==> config.mk <==
export PLATFORM = sky130hd
export DESIGN_NAME = mem_port_arbiter
export DESIGN_NICKNAME = d
export VERILOG_FILES = /design/src/rtl/mem_arb_pkg.sv /design/src/rtl/arb_rr2.sv /design/src/rtl/mem_port_arbiter.sv
export SDC_FILE = /design/constraint.sdc
export NUM_CORES = 1
export LEC_CHECK = 0
export ABC_AREA = 1
export BUFFER_PORTS_ARGS = -buffer_cell sky130_fd_sc_hd__buf_2
export CELL_PAD_IN_SITES_DETAIL_PLACEMENT = 2
export CELL_PAD_IN_SITES_GLOBAL_PLACEMENT = 2
export CORE_UTILIZATION = 24
export DETAILED_ROUTE_END_ITERATION = 7
export HOLD_SLACK_MARGIN = 0.1
export MAX_ROUTING_LAYER = met4
export PLACE_DENSITY = 0.85
export SLEW_MARGIN = 10
export SYNTH_ARGS = -nofsm -noshare
export SYNTH_HDL_FRONTEND = slang
export SYNTH_HIERARCHICAL = 1
export SYNTH_SLANG_ARGS = --single-unit
export TNS_END_PERCENT = 20
==> constraint.sdc <==
create_clock -name CLK -period 2.3 [get_ports CLK]
set_input_delay 0.69 -clock CLK [delete_from_list [all_inputs] [get_ports CLK]]
set_output_delay 0.69 -clock CLK [all_outputs]
set_load 0.1 [all_outputs]
==> src/rtl/mem_arb_pkg.sv <==
// Shared definitions for the unified-memory port arbiter.
// Holds the controller state encodings and the requester (owner) ids used by
// mem_port_arbiter and its round-robin picker arb_rr2.
package mem_arb_pkg;

    typedef enum logic [1:0] {
        IDLE = 2'd0,
        BUSY = 2'd1,
        DONE = 2'd2
    } state_t;

    localparam logic OWN_CPU = 1'b0;
    localparam logic OWN_IO  = 1'b1;

    // Largest memory latency the 2-bit access counter can sequence.
    localparam int MAX_MEM_LAT = 4;

endpackage

==> src/rtl/arb_rr2.sv <==
// Two-way combinational round-robin picker.
// Ports:
//   req[1:0]   : request vector, bit 0 = cpu, bit 1 = io
//   last_owner : id of the requester served most recently
//   gnt_valid  : at least one request is pending
//   gnt_id     : id of the chosen requester (valid when gnt_valid)
module arb_rr2
    import mem_arb_pkg::*;
(
    input  logic [1:0] req,
    input  logic       last_owner,
    output logic       gnt_valid,
    output logic       gnt_id
);

    always_comb begin
        gnt_valid = |req;
        gnt_id    = OWN_CPU;
        if (req == 2'b11) begin
            // Conflict: the side that did not go last wins.
            gnt_id = ~last_owner;
        end else if (req[1]) begin
            gnt_id = OWN_IO;
        end
    end

endmodule

==> src/rtl/mem_port_arbiter.sv <==
// Arbiter sharing one fixed-latency unified memory between the processor
// control unit (cpu_*) and the I/O / program-loader port (io_*).
// Each granted access runs IDLE -> BUSY (MEM_LAT cycles) -> DONE (ack pulse).
// Ports:
//   CLK, Reset                 : clock, synchronous active-high reset
//   cpu_req/we/addr/wdata      : processor request, held until cpu_ack
//   cpu_rdata, cpu_ack         : registered read data, one-cycle completion
//   cpu_stall                  : processor request pending and not yet acked
//   io_req/we/addr/wdata       : I/O port request, same handshake as cpu
//   io_rdata, io_ack           : I/O read data and completion pulse
//   mem_en/we/addr/wdata       : memory macro strobes
//   mem_rdata                  : memory read data, sampled MEM_LAT cycles in
//   busy                       : access in flight (BUSY or DONE)
//   owner                      : owner of current/most recent access (0 cpu, 1 io)
module mem_port_arbiter
    import mem_arb_pkg::*;
#(
    parameter int ADDR_W  = 16,
    parameter int DATA_W  = 16,
    parameter int MEM_LAT = 1
) (
    input  logic              CLK,
    input  logic              Reset,
    input  logic              cpu_req,
    input  logic              cpu_we,
    input  logic [ADDR_W-1:0] cpu_addr,
    input  logic [DATA_W-1:0] cpu_wdata,
    output logic [DATA_W-1:0] cpu_rdata,
    output logic              cpu_ack,
    output logic              cpu_stall,
    input  logic              io_req,
    input  logic              io_we,
    input  logic [ADDR_W-1:0] io_addr,
    input  logic [DATA_W-1:0] io_wdata,
    output logic [DATA_W-1:0] io_rdata,
    output logic              io_ack,
    output logic              mem_en,
    output logic              mem_we,
    output logic [ADDR_W-1:0] mem_addr,
    output logic [DATA_W-1:0] mem_wdata,
    input  logic [DATA_W-1:0] mem_rdata,
    output logic              busy,
    output logic              owner
);

    generate
        if (MEM_LAT < 1 || MEM_LAT > MAX_MEM_LAT) begin : gen_bad_mem_lat
            $error("mem_port_arbiter: MEM_LAT must be in 1..4");
        end
    endgenerate

    localparam logic [1:0] CNT_LAST = 2'(MEM_LAT - 1);

    state_t            state_reg, state_next;
    logic              owner_reg, owner_next;
    logic              last_owner_reg, last_owner_next;
    logic              we_reg, we_next;
    logic [ADDR_W-1:0] addr_reg, addr_next;
    logic [DATA_W-1:0] wdata_reg, wdata_next;
    logic [1:0]        cnt_reg, cnt_next;
    logic [DATA_W-1:0] rdata_reg [2];
    logic [1:0]        ack;
    logic              gnt_valid;
    logic              gnt_id;
    logic              capture;

    arb_rr2 u_rr (
        .req        ({io_req, cpu_req}),
        .last_owner (last_owner_reg),
        .gnt_valid  (gnt_valid),
        .gnt_id     (gnt_id)
    );

    always_ff @(posedge CLK) begin
        if (Reset) begin
            state_reg      <= IDLE;
            owner_reg      <= OWN_IO;
            last_owner_reg <= OWN_IO;
            we_reg         <= 1'b0;
            addr_reg       <= '0;
            wdata_reg      <= '0;
            cnt_reg        <= '0;
        end else begin
            state_reg      <= state_next;
            owner_reg      <= owner_next;
            last_owner_reg <= last_owner_next;
            we_reg         <= we_next;
            addr_reg       <= addr_next;
            wdata_reg      <= wdata_next;
            cnt_reg        <= cnt_next;
        end
    end

    always_comb begin
        state_next      = state_reg;
        owner_next      = owner_reg;
        last_owner_next = last_owner_reg;
        we_next         = we_reg;
        addr_next       = addr_reg;
        wdata_next      = wdata_reg;
        cnt_next        = cnt_reg;
        case (state_reg)
            IDLE: begin
                // Live requests are re-sampled here, so a request dropped
                // before its grant is simply never served.
                if (gnt_valid) begin
                    owner_next = gnt_id;
                    if (gnt_id == OWN_IO) begin
                        addr_next  = io_addr;
                        we_next    = io_we;
                        wdata_next = io_wdata;
                    end else begin
                        addr_next  = cpu_addr;
                        we_next    = cpu_we;
                        wdata_next = cpu_wdata;
                    end
                    cnt_next   = '0;
                    state_next = BUSY;
                end
            end
            BUSY: begin
                cnt_next = cnt_reg + 2'd1;
                if (cnt_reg == CNT_LAST) begin
                    state_next = DONE;
                end
            end
            DONE: begin
                last_owner_next = owner_reg;
                state_next      = IDLE;
            end
            default: state_next = IDLE;
        endcase
    end

    // Read data is taken on the edge leaving BUSY; writes leave rdata alone.
    assign capture = (state_reg == BUSY) && (cnt_reg == CNT_LAST) && !we_reg;

    // One read-data register and one ack per requester, selected by owner.
    generate
        for (genvar gi = 0; gi < 2; gi++) begin : gen_port
            always_ff @(posedge CLK) begin
                if (Reset) begin
                    rdata_reg[gi] <= '0;
                end else if (capture && (owner_reg == 1'(gi))) begin
                    rdata_reg[gi] <= mem_rdata;
                end
            end
            assign ack[gi] = (state_reg == DONE) && (owner_reg == 1'(gi));
        end
    endgenerate

    assign cpu_rdata = rdata_reg[OWN_CPU];
    assign io_rdata  = rdata_reg[OWN_IO];
    assign cpu_ack   = ack[OWN_CPU];
    assign io_ack    = ack[OWN_IO];
    assign cpu_stall = cpu_req & ~cpu_ack;

    assign mem_en    = (state_reg == BUSY);
    // Strobe the write only on the first BUSY cycle so it lands exactly once.
    assign mem_we    = (state_reg == BUSY) && (cnt_reg == 2'd0) && we_reg;
    assign mem_addr  = addr_reg;
    assign mem_wdata = wdata_reg;
    assign busy      = (state_reg != IDLE);
    assign owner     = owner_reg;

endmodule

==> flow_metrics.py <==
metrics = {
    "timing": {
        "fin_skew_ps": 7.09,
        "tns_ps": 0,
        "maxSlewViolCount": 0,
        "post-route-period-util": 0.952,
        "rsz0062_at_grt": "no",
        "slew_headroom": 0.656,
        "hold_violations": 0,
        "tightest_slew_ps": 520,
        "hold_slack_ps": 495,
        "timing.fmax_mhz": 457,
        "period_minus_slack_ps": 2190,
        "setup-violations-final": 0,
    },
    "clock_network": {
        "numCtsBuffers": 9,
        "root_buffer": "clkbuf_16",
        "cts_tree": "done",
        "clk_pin_slew_ps": 60,
        "cts_sinks": 71,
        "ctsHtreeMaxLevel": 3,
        "ctsHoldBuffers": 0,
        "clock_latency_ps": 330,
        "clockBufferDepth": 2,
    },
    "logic_synthesis": {
        "synth.area.top_cells": "edfxtp_1, dfxtp_1, nand2_1, nor2_1, inv_1",
        "synthFlopType": "dfxtp_1",
        "synth_xor_area_frac": 0,
        "syn-num-nets": 534,
        "ys_ff_latch": 71,
        "synth_fa_ha_area_frac": 0.00374,
        "synth_top_area_cell": "edfxtp_1",
        "netlist_top_cells_count": "nand2_1, nor2_1, inv_1, dfxtp_1, o21ai_0",
        "synth_cell_types": 20,
        "synth_top_area_share": 0.287,
        "synth.avg_cell_area_sq_um": 7.48,
        "synth-async-reset-ratio": 0,
        "synthSimpleGateAreaFrac": 0.274,
        "yosysWarnings": 6,
        "syn_area_sq_um": 3340,
        "synth_top_family_by_area": "simple AND/OR/NAND/NOR gates",
        "muxShareOfSynthArea": 0,
        "yosysMostFrequentCell": "nand2_1",
        "synth-seq-area-share": 0.521,
        "synth-edff-count": 32,
        "synth_compound_area_frac": 0.0584,
        "synth_cells": 447,
    },
    "floorplan": {
        "fp.coreArea_sq_um": 13400,
        "ios": 157,
        "start_util": 0.250,
        "die_area_sq_um": 14400,
        "dieHeight_um": 120,
        "rows": 42,
        "die_w_um": 120,
    },
    "cells_and_area": {
        "drive_above_1_share": 0.312,
        "multiInputGateArea_sq_um": 1140,
        "fin_util": 0.347,
        "largest_register_ffs": 32,
        "insertedDiodeCount": 0,
        "fillers": 1584,
        "nNetsFinal": 688,
        "ff_latch_area_sq_um": 1740,
        "finalNonFillerCells": 782,
        "syn_to_final_growth_pct": 38.9,
    },
    "pwr": {
        "clkPwrFrac": 0.324,
        "pwr_density_cell_nw_per_um2": 995,
        "seq_power_share": 0.329,
        "p_total_mw": 4.62,
        "worst_ir_drop_vdd_uv": 354,
        "switching_share": 0.412,
        "internal_power_mw": 2.72,
        "switchingPower_mw": 1.90,
        "power.share.combinational": 0.347,
        "power_leakage_nw": 2.50,
    },
    "route": {
        "via_per_inst": 4.16,
        "vias": 3254,
        "routed_wl_um": 10600,
        "drtIter0Drc": 98,
        "drt_pass1_iterations": 4,
        "drcViolationCount": 0,
        "avgRoutedWirePerCell_um": 13.5,
        "ant_nets": 0,
    },
    "outcome": {
        "status": "complete, no violations",
    },
    "critical_path": {
        "critical_path_buf_inv_count": 2,
        "cp_cell_sequence": "nand3_1, inv_1, buf_2",
        "worstPathArrival_ps": 1500,
        "path_delay_family": "flip-flops",
        "slowest_stage": "dfxtp_1",
        "cp-end-kind": "output port",
        "path_class": "reg2out",
        "start_kind": "flip-flop",
        "cp_data_required_time_ps": 1610,
        "crit_fanout": 8,
        "slowest_delay_ps": 510,
    },
    "placed_design": {
        "io_buffer_count": 156,
        "dp_hpwl_um": 8280,
        "gp_congestion": 0.739,
        "dp_cells": 766,
    },
    "job": {
        "drv_cap": 0,
    },
    "global_route": {
        "antenna_found_initial": 0,
        "grt-ovfl-total": 0,
        "grt_max_degree": 68,
        "grt_pass1_wl_um": 16900,
        "first_global_vias": 3436,
        "grtUsageTotal": 0.158,
    },
    "worst_hold_path": {
        "hold_path_class": "reg2reg",
    },
}
## cell type report
cell class              count  share of cell area
flip-flops and latches     71               0.375
multi-input cells         264               0.245
clock inverters             5              0.0175
well taps                 176              0.0474
repair buffers            163               0.188
inverters                  92              0.0743
clock buffers              11              0.0522
## power groups by stage
stage / sequential, mW / clock, mW / combinational, mW
finish: 1.52 / 1.50 / 1.60
detailed placement: 1.55 / 0 / 1.62
global route: 1.54 / 1.60 / 1.70
floorplan: 2.41 / 0 / 0.434
CTS: 1.53 / 1.55 / 1.63
global placement: 1.54 / 0 / 1.57
## worst paths after layout
check / startpoint / end / slack [ps] / cells past startpoint
hold / removal: cnt_reg[1] / cnt_reg[1] / 500 / 2
setup reg to reg: cnt_reg[0] / rdata_reg[0][11] / 700 / 7
hold reg to reg: cnt_reg[1] / cnt_reg[1] / 500 / 2
setup / recovery: owner / io_ack / 110 / 3
## layout by cell type, fill, tap and decap left out, drive strengths merged
master,Yosys,routed
bufinv,0,2
nand3,7,7
buf,16,163
o21ai,36,36
nor2,104,104
dfxtp,39,39
nand4,1,1
ha,1,1
a21oi,3,3
or2,2,2
edfxtp,32,32
clkinv,0,2
inv,92,92
clkinvlp,0,1
clkbuf,4,11
nand2,110,110
## tightest hold or removal path, stage by stage, from the launching register on
cell and delay, ps:
dfxtp_1 310, nand2_1 80, a21oi_1 60
## per-stage QoR
step / setup slack, ps / area, sq um
final: 111 / 4650
after global routing: 22.9 / 4650
after CTS: 86.9 / 4650
after detailed placement: 347 / 4320
after global placement: 350 / 4320
after floorplan: -315 / 3350
## metal layers
metal,wire length [um],up-vias,GRT usage
met4,140,0,0.0680
met2,5130,131,0.263
met5,0,-,-
met1,4420,1482,0.176
li1,-,1628,-
met3,862,13,0.0461
## what timing repair did
| item | CTS | global route |
|---|---|---|
| buffers inserted | 0 | 0 |
| resized for setup | 1 | 0 |
| setup endpoints to repair | 1 | 0 |
## cells by family (layout without fill, tap and decap cells)
| logic type | Yosys count | in the layout |
|---|---|---|
| compound gates | 39 | 39 |
| buf+inv | 112 | 271 |
| flops | 71 | 71 |
| fa+ha+maj | 1 | 1 |
| simple gates | 224 | 224 |
(Power assumes the default switching activity.)
